**config.mk**
```make
export PLATFORM = sky130hd
export DESIGN_NAME = speed_meter
export DESIGN_NICKNAME = d
export VERILOG_FILES = /design/src/rtl/speed_pkg.sv /design/src/rtl/sync_edge.sv /design/src/rtl/speed_meter.sv
export SDC_FILE = /design/constraint.sdc
export NUM_CORES = 1
export LEC_CHECK = 0
export ABC_AREA = 1
export CORE_ASPECT_RATIO = 0.5
export CORE_MARGIN = 2
export CORE_UTILIZATION = 40
export CTS_BUF_LIST = sky130_fd_sc_hd__clkbuf_8
export DETAILED_ROUTE_END_ITERATION = 10
export PLACE_DENSITY_LB_ADDON = 0.05
export SYNTH_ARGS = -nofsm -noshare
export SYNTH_HDL_FRONTEND = slang
export SYNTH_SLANG_ARGS = --single-unit
```
**constraint.sdc**
```tcl
create_clock -name CLOCK_50 -period 2.35 [get_ports CLOCK_50]
set_input_delay 0.235 -clock CLOCK_50 [delete_from_list [all_inputs] [get_ports CLOCK_50]]
set_output_delay 0.235 -clock CLOCK_50 [all_outputs]
set_load 0.01 [all_outputs]
```
**src/rtl/speed_pkg.sv**
```systemverilog
// Shared types and defaults for the speed_meter family.
// Holds the FSM state encoding and default sizing constants.
package speed_pkg;

    localparam int CNT_W_DEF          = 27;
    localparam int TIMEOUT_CYCLES_DEF = 100_000_000;

    typedef enum logic [1:0] {
        IDLE    = 2'd0,
        MEASURE = 2'd1,
        TIMEOUT = 2'd2
    } state_e;

endpackage

```
**src/rtl/sync_edge.sv**
```systemverilog
// Two-flop synchronizer followed by a rising-edge detector.
// rise is high for one cycle when the synchronized input goes 0 -> 1.
module sync_edge (
    input  logic clk,
    input  logic reset,
    input  logic async_in,
    output logic rise
);

    logic meta_q, meta_d;
    logic sync_q, sync_d;
    logic prev_q, prev_d;

    // Next values: shift the input down the synchronizer/history chain
    always_comb begin
        meta_d = async_in;
        sync_d = meta_q;
        prev_d = sync_q;
    end

    // Chain registers, cleared so a high input after reset looks like a rise
    always_ff @(posedge clk) begin
        if (reset) begin
            meta_q <= 1'b0;
            sync_q <= 1'b0;
            prev_q <= 1'b0;
        end else begin
            meta_q <= meta_d;
            sync_q <= sync_d;
            prev_q <= prev_d;
        end
    end

    assign rise = sync_q & ~prev_q;

endmodule

```
**src/rtl/speed_meter.sv**
```systemverilog
// Measures the rising-edge-to-rising-edge period of a slow tick.
// Reports each period with a one-cycle strobe, flags a missing tick.
module speed_meter
    import speed_pkg::*;
#(
    parameter int TIMEOUT_CYCLES = TIMEOUT_CYCLES_DEF,
    parameter int CNT_W          = CNT_W_DEF
) (
    input  logic             CLOCK_50,
    input  logic             reset,
    input  logic             tick_in,
    output logic [CNT_W-1:0] period_out,
    output logic             period_valid,
    output logic             timeout,
    output logic             armed
);

    localparam logic [CNT_W-1:0] LIMIT = CNT_W'(TIMEOUT_CYCLES);
    localparam logic [CNT_W-1:0] ONE   = CNT_W'(1);

    state_e           state_q, state_d;
    logic [CNT_W-1:0] count_q, count_d;
    logic [CNT_W-1:0] period_q, period_d;
    logic             valid_q, valid_d;
    logic             timeout_q, timeout_d;
    logic             rise;
    logic [CNT_W-1:0] count_inc;

    sync_edge u_sync_edge (
        .clk      (CLOCK_50),
        .reset    (reset),
        .async_in (tick_in),
        .rise     (rise)
    );

    // count stays below LIMIT while measuring, so this never wraps
    assign count_inc = count_q + ONE;

    // Next-state and output logic; an edge beats the limit
    always_comb begin
        state_d   = state_q;
        count_d   = count_q;
        period_d  = period_q;
        valid_d   = 1'b0;
        timeout_d = timeout_q;
        unique case (state_q)
            IDLE: begin
                if (rise) begin
                    state_d = MEASURE;
                    count_d = '0;
                end
            end
            MEASURE: begin
                if (rise) begin
                    period_d = count_inc;
                    valid_d  = 1'b1;
                    count_d  = '0;
                end else if (count_inc == LIMIT) begin
                    state_d   = TIMEOUT;
                    timeout_d = 1'b1;
                end else begin
                    count_d = count_inc;
                end
            end
            TIMEOUT: begin
                if (rise) begin
                    state_d   = MEASURE;
                    timeout_d = 1'b0;
                    count_d   = '0;
                end
            end
            default: begin
                state_d = IDLE;
            end
        endcase
    end

    // State, counter and output registers
    always_ff @(posedge CLOCK_50) begin
        if (reset) begin
            state_q   <= IDLE;
            count_q   <= '0;
            period_q  <= '0;
            valid_q   <= 1'b0;
            timeout_q <= 1'b0;
        end else begin
            state_q   <= state_d;
            count_q   <= count_d;
            period_q  <= period_d;
            valid_q   <= valid_d;
            timeout_q <= timeout_d;
        end
    end

    assign period_out   = period_q;
    assign period_valid = valid_q;
    assign timeout      = timeout_q;
    assign armed        = (state_q == MEASURE);

endmodule

```
==> Implementation_results.wiki <==
{| class="wikitable"
! Metric !! Value
|-
| Count of standard-cell rows || 23
|-
| Maximum vdd drop || approximately 220 uV
|-
| Commonest non-fill, non-tap cells in the layout || sky130_fd_sc_hd__nand2_1, sky130_fd_sc_hd__nor2_1, sky130_fd_sc_hd__buf_4, sky130_fd_sc_hd__inv_1, sky130_fd_sc_hd__dfxtp_1
|-
| Filler Cell Count || 858
|-
| Largest fanout on the critical path || 7
|-
| CP endpoint kind || flop
|-
| Critical path arrival || 2.61 ns
|-
| Maximum Capacitance Violations || 0
|-
| Initial core utilization || 42.1%
|-
| Clock latency of the later-clocked register in the worst-skew pair || 0.37 ns
|-
| Multi-input logic area || 0.00209 mm2
|-
| Final period utilization || 98.2%
|-
| Post-DP HPWL || 6580 um
|-
| Met2 wire len || 4130 um
|-
| Most area-hungry cell type in the Yosys netlist || sky130_fd_sc_hd__dfxtp_1
|-
| Post-detailed-routing wire length || 10,000 um
|-
| Placer Congestion || 0.866
|-
| Number of vias per cell after detailed routing || 4.77
|-
| Layout cells sized above 1 || 27.4%
|-
| Unique cell type count in the Yosys netlist || 29
|-
| Clock Sink Count || 61
|-
| Number of antenna violations at the first check in global routing || 0
|-
| Worst setup slack before clock tree synthesis || -0.276 ns
|-
| Total gr overflow || 0
|-
| Routed via count || approximately 3,600
|-
| Post-synthesis cell count || 540
|-
| Path type of the worst min-delay path || in -> reg
|-
| Die Footprint || 0.00944 mm2
|-
| Final Hold Violating Endpoints || 0
|-
| Lkg Pwr || 2.16 nW
|-
| TritonCTS clock tree || done
|-
| Clk pin slew, worst setup/hold paths || 0.07 ns
|-
| Crit path launch type || flop
|-
| Share of the yosys chip area belonging to registers || 35.3%
|-
| Number of violations reported at the end of detailed-routing iteration 0 || around 220
|-
| Status || completed
|-
| Clk Tree Root Cell || sky130_fd_sc_hd__clkbuf_8
|-
| Power density relative to cell area || 500 mW/mm2
|-
| Skew final || 0.0115 ns
|-
| Quantity of hold-fixing buffers added after cts || 0
|-
| N_diodes || 0
|-
| Worst setup slack after layout || 0.0421 ns
|-
| Port Buffers || 32
|-
| Clock period minus final worst setup slack || approximately 2.3 ns
|-
| Synth warnings || 0
|-
| Top cells by area, synth || sky130_fd_sc_hd__dfxtp_1, sky130_fd_sc_hd__nand2_1, sky130_fd_sc_hd__nor2_1, sky130_fd_sc_hd__inv_1, sky130_fd_sc_hd__nand3_1
|-
| Count of state elements after synthesis || 61
|-
| CTS Buf Count || 9
|-
| Leading cell type in the layout, fill and taps excluded || sky130_fd_sc_hd__nand2_1
|-
| Maximum operating frequency || roughly 430 MHz
|-
| Core area || about 0.008 mm2
|-
| Setup repair after global routing missed its margin || yes
|-
| Actual slew at the worst max-slew pin || 0.475 ns
|-
| GR Util All Layers || a little over a fifth
|-
| Area growth syn-to-layout || 38.7%
|-
| DRC || 0
|-
| Final setup violating endpoints || 0
|-
| DRT antenna net count || 0
|-
| Fin Hold WS || 0.394 ns
|-
| Wire length of the first global-routing pass || 16,000 um
|-
| Number of optimization iterations in the first detailed-route pass || 5
|-
| Max transition margin || 68.3%
|-
| Die boundary width || around 140 um
|-
| Mean routed wirelength per cell || between 10 and 15 um
|-
| CTS Buffer Depth || 2
|-
| Net count of the mapped netlist || 545
|-
| Top flip-flop cell by instance count after synthesis || sky130_fd_sc_hd__dfxtp_1
|-
| Pin count of the biggest net entering global routing || 42
|-
| Uppermost metal layer occupied by signal nets || met4
|-
| Ys async rst share || 0%
|-
| Netlist Area Pre-Place || 0.00346 mm2
|-
| FF/Latch Area || 0.00123 mm2
|-
| Synthesized area per cell || 6.40 um2
|-
| Proportion of netlist area held by the largest area contributor || 35.3%
|-
| Number of global-route vias before repair || roughly 3,200
|-
| Floorplan die height || around 70 um
|-
| Count of nets after finishing || 650
|-
| Final Slew Violations || 0
|-
| I/O pins || 33
|-
| Deepest level of the CTS H-tree || 3
|-
| Setup CP Type || reg -> reg
|-
| Number of flops mapped to enable cells by yosys || 0
|-
| Required time of the critical path || 2.65 ns
|-
| Wire length on met1 || ~5300 um
|-
| Detailed-routed wire length on met3 || between 400 and 500 um
|}
-- through the flow --
step                std cells  total power, mW  TNS, ns  utilization (%)  cell area (um2)
floorplan                 540             1.38        0                -             3460
global placement          733             1.56    -4.06             52.9             4340
detailed placement        733             1.56    -6.13             52.9             4340
CTS                       754             2.38  -0.0245             55.9             4590
global route              762             2.53    -2.62             58.4             4790
finish                    762             2.40        0             58.4             4790
-- where the power goes --
part           total, mW  switching, mW  internal, mW
sequential          1.13         0.0492          1.08
clock              0.816          0.450         0.367
combinational      0.448          0.242         0.206
-- synthesized netlist by cell type, types with 4 or more instances --
cell type,count
sky130_fd_sc_hd__a21oi_1,6
sky130_fd_sc_hd__and2_1,4
sky130_fd_sc_hd__buf_6,4
sky130_fd_sc_hd__clkbuf_1,11
sky130_fd_sc_hd__dfxtp_1,61
sky130_fd_sc_hd__inv_1,56
sky130_fd_sc_hd__nand2_1,148
sky130_fd_sc_hd__nand2_2,5
sky130_fd_sc_hd__nand3_1,41
sky130_fd_sc_hd__nand3_2,12
sky130_fd_sc_hd__nand3b_1,4
sky130_fd_sc_hd__nor2_1,101
sky130_fd_sc_hd__nor2_2,29
sky130_fd_sc_hd__nor2_4,5
sky130_fd_sc_hd__o211ai_1,7
sky130_fd_sc_hd__o21ai_0,25
-- final timing paths --
check | from | to | slack, ns | cells past startpoint
setup / recovery | count_q[1]$_SDFFE_PP0P_ | count_q[17]$_SDFFE_PP0P_ | 0.04 | 17
hold reg to reg | u_sync_edge.meta_q$_SDFF_PP0_ | u_sync_edge.prev_d$_SDFF_PP0_ | 0.41 | 2
setup reg to reg | count_q[1]$_SDFFE_PP0P_ | count_q[17]$_SDFFE_PP0P_ | 0.04 | 17
hold / removal | tick_in | u_sync_edge.meta_q$_SDFF_PP0_ | 0.39 | 3
-- kinds of logic (layout without fill, tap and decap cells) --
family	after synthesis	in the layout	share of synthesized area [%]
AND/OR/NAND/NOR	354	357	46.8
buffers and inverters	76	183	9.23
flip-flops	61	61	35.3
AO/OA/AOI/OAI	45	45	7.39
adder cells (fa/ha/maj)	2	2	0.724
XOR/XNOR	2	2	0.507
-- repair_timing --
action / in CTS / in global routing
pin swaps: 4 / 28
setup buffers: 2 / 8
endpoints found under the setup margin: 27 / 30
gates resized for setup: 14 / 39
gates cloned: 3 / 0
-- worst max-delay path: stages (launching register included) --
cell,delay (ns)
sky130_fd_sc_hd__dfxtp_4,0.37
sky130_fd_sc_hd__ha_4,0.15
sky130_fd_sc_hd__nand2_4,0.05
sky130_fd_sc_hd__nor2_4,0.29
sky130_fd_sc_hd__nand2_4,0.12
sky130_fd_sc_hd__nor2_4,0.11
sky130_fd_sc_hd__buf_4,0.11
sky130_fd_sc_hd__nand2_1,0.05
sky130_fd_sc_hd__nand2_1,0.07
sky130_fd_sc_hd__nand2_2,0.06
sky130_fd_sc_hd__nand2_1,0.08
sky130_fd_sc_hd__nor2_2,0.05
sky130_fd_sc_hd__nand3_2,0.07
sky130_fd_sc_hd__nor2_4,0.05
sky130_fd_sc_hd__buf_12,0.14
sky130_fd_sc_hd__nor2_4,0.32
sky130_fd_sc_hd__nor2_2,0.06
sky130_fd_sc_hd__nor2_1,0.11
-- layer usage --
| layer | vias to the layer above | GRT usage, % |
|---|---|---|
| met3 | 10 | 6.21 |
| met5 | - | 0 |
| met4 | 0 | 4.17 |
| met1 | 1657 | 31.9 |
| li1 | 1901 | - |
| met2 | 69 | 32.0 |
-- flip-flops by register name, summed over array words and instances, names as in the netlist --
name                count
count_q                27
period_out             27
state_q                 2
period_valid            1
timeout                 1
u_sync_edge.meta_q      1
u_sync_edge.prev_d      1
u_sync_edge.prev_q      1
-- final cells by class --
| type | count | share of cell area, % |
|---|---|---|
| well taps | 112 | 2.92 |
| multi-input cells | 406 | 43.7 |
| clock inverters | 7 | 0.731 |
| inverters | 57 | 4.46 |
| flip-flops and latches | 61 | 25.7 |
| repair buffers | 110 | 19.9 |
| clock buffers | 9 | 2.58 |
Power figures use the tool's default switching activity.
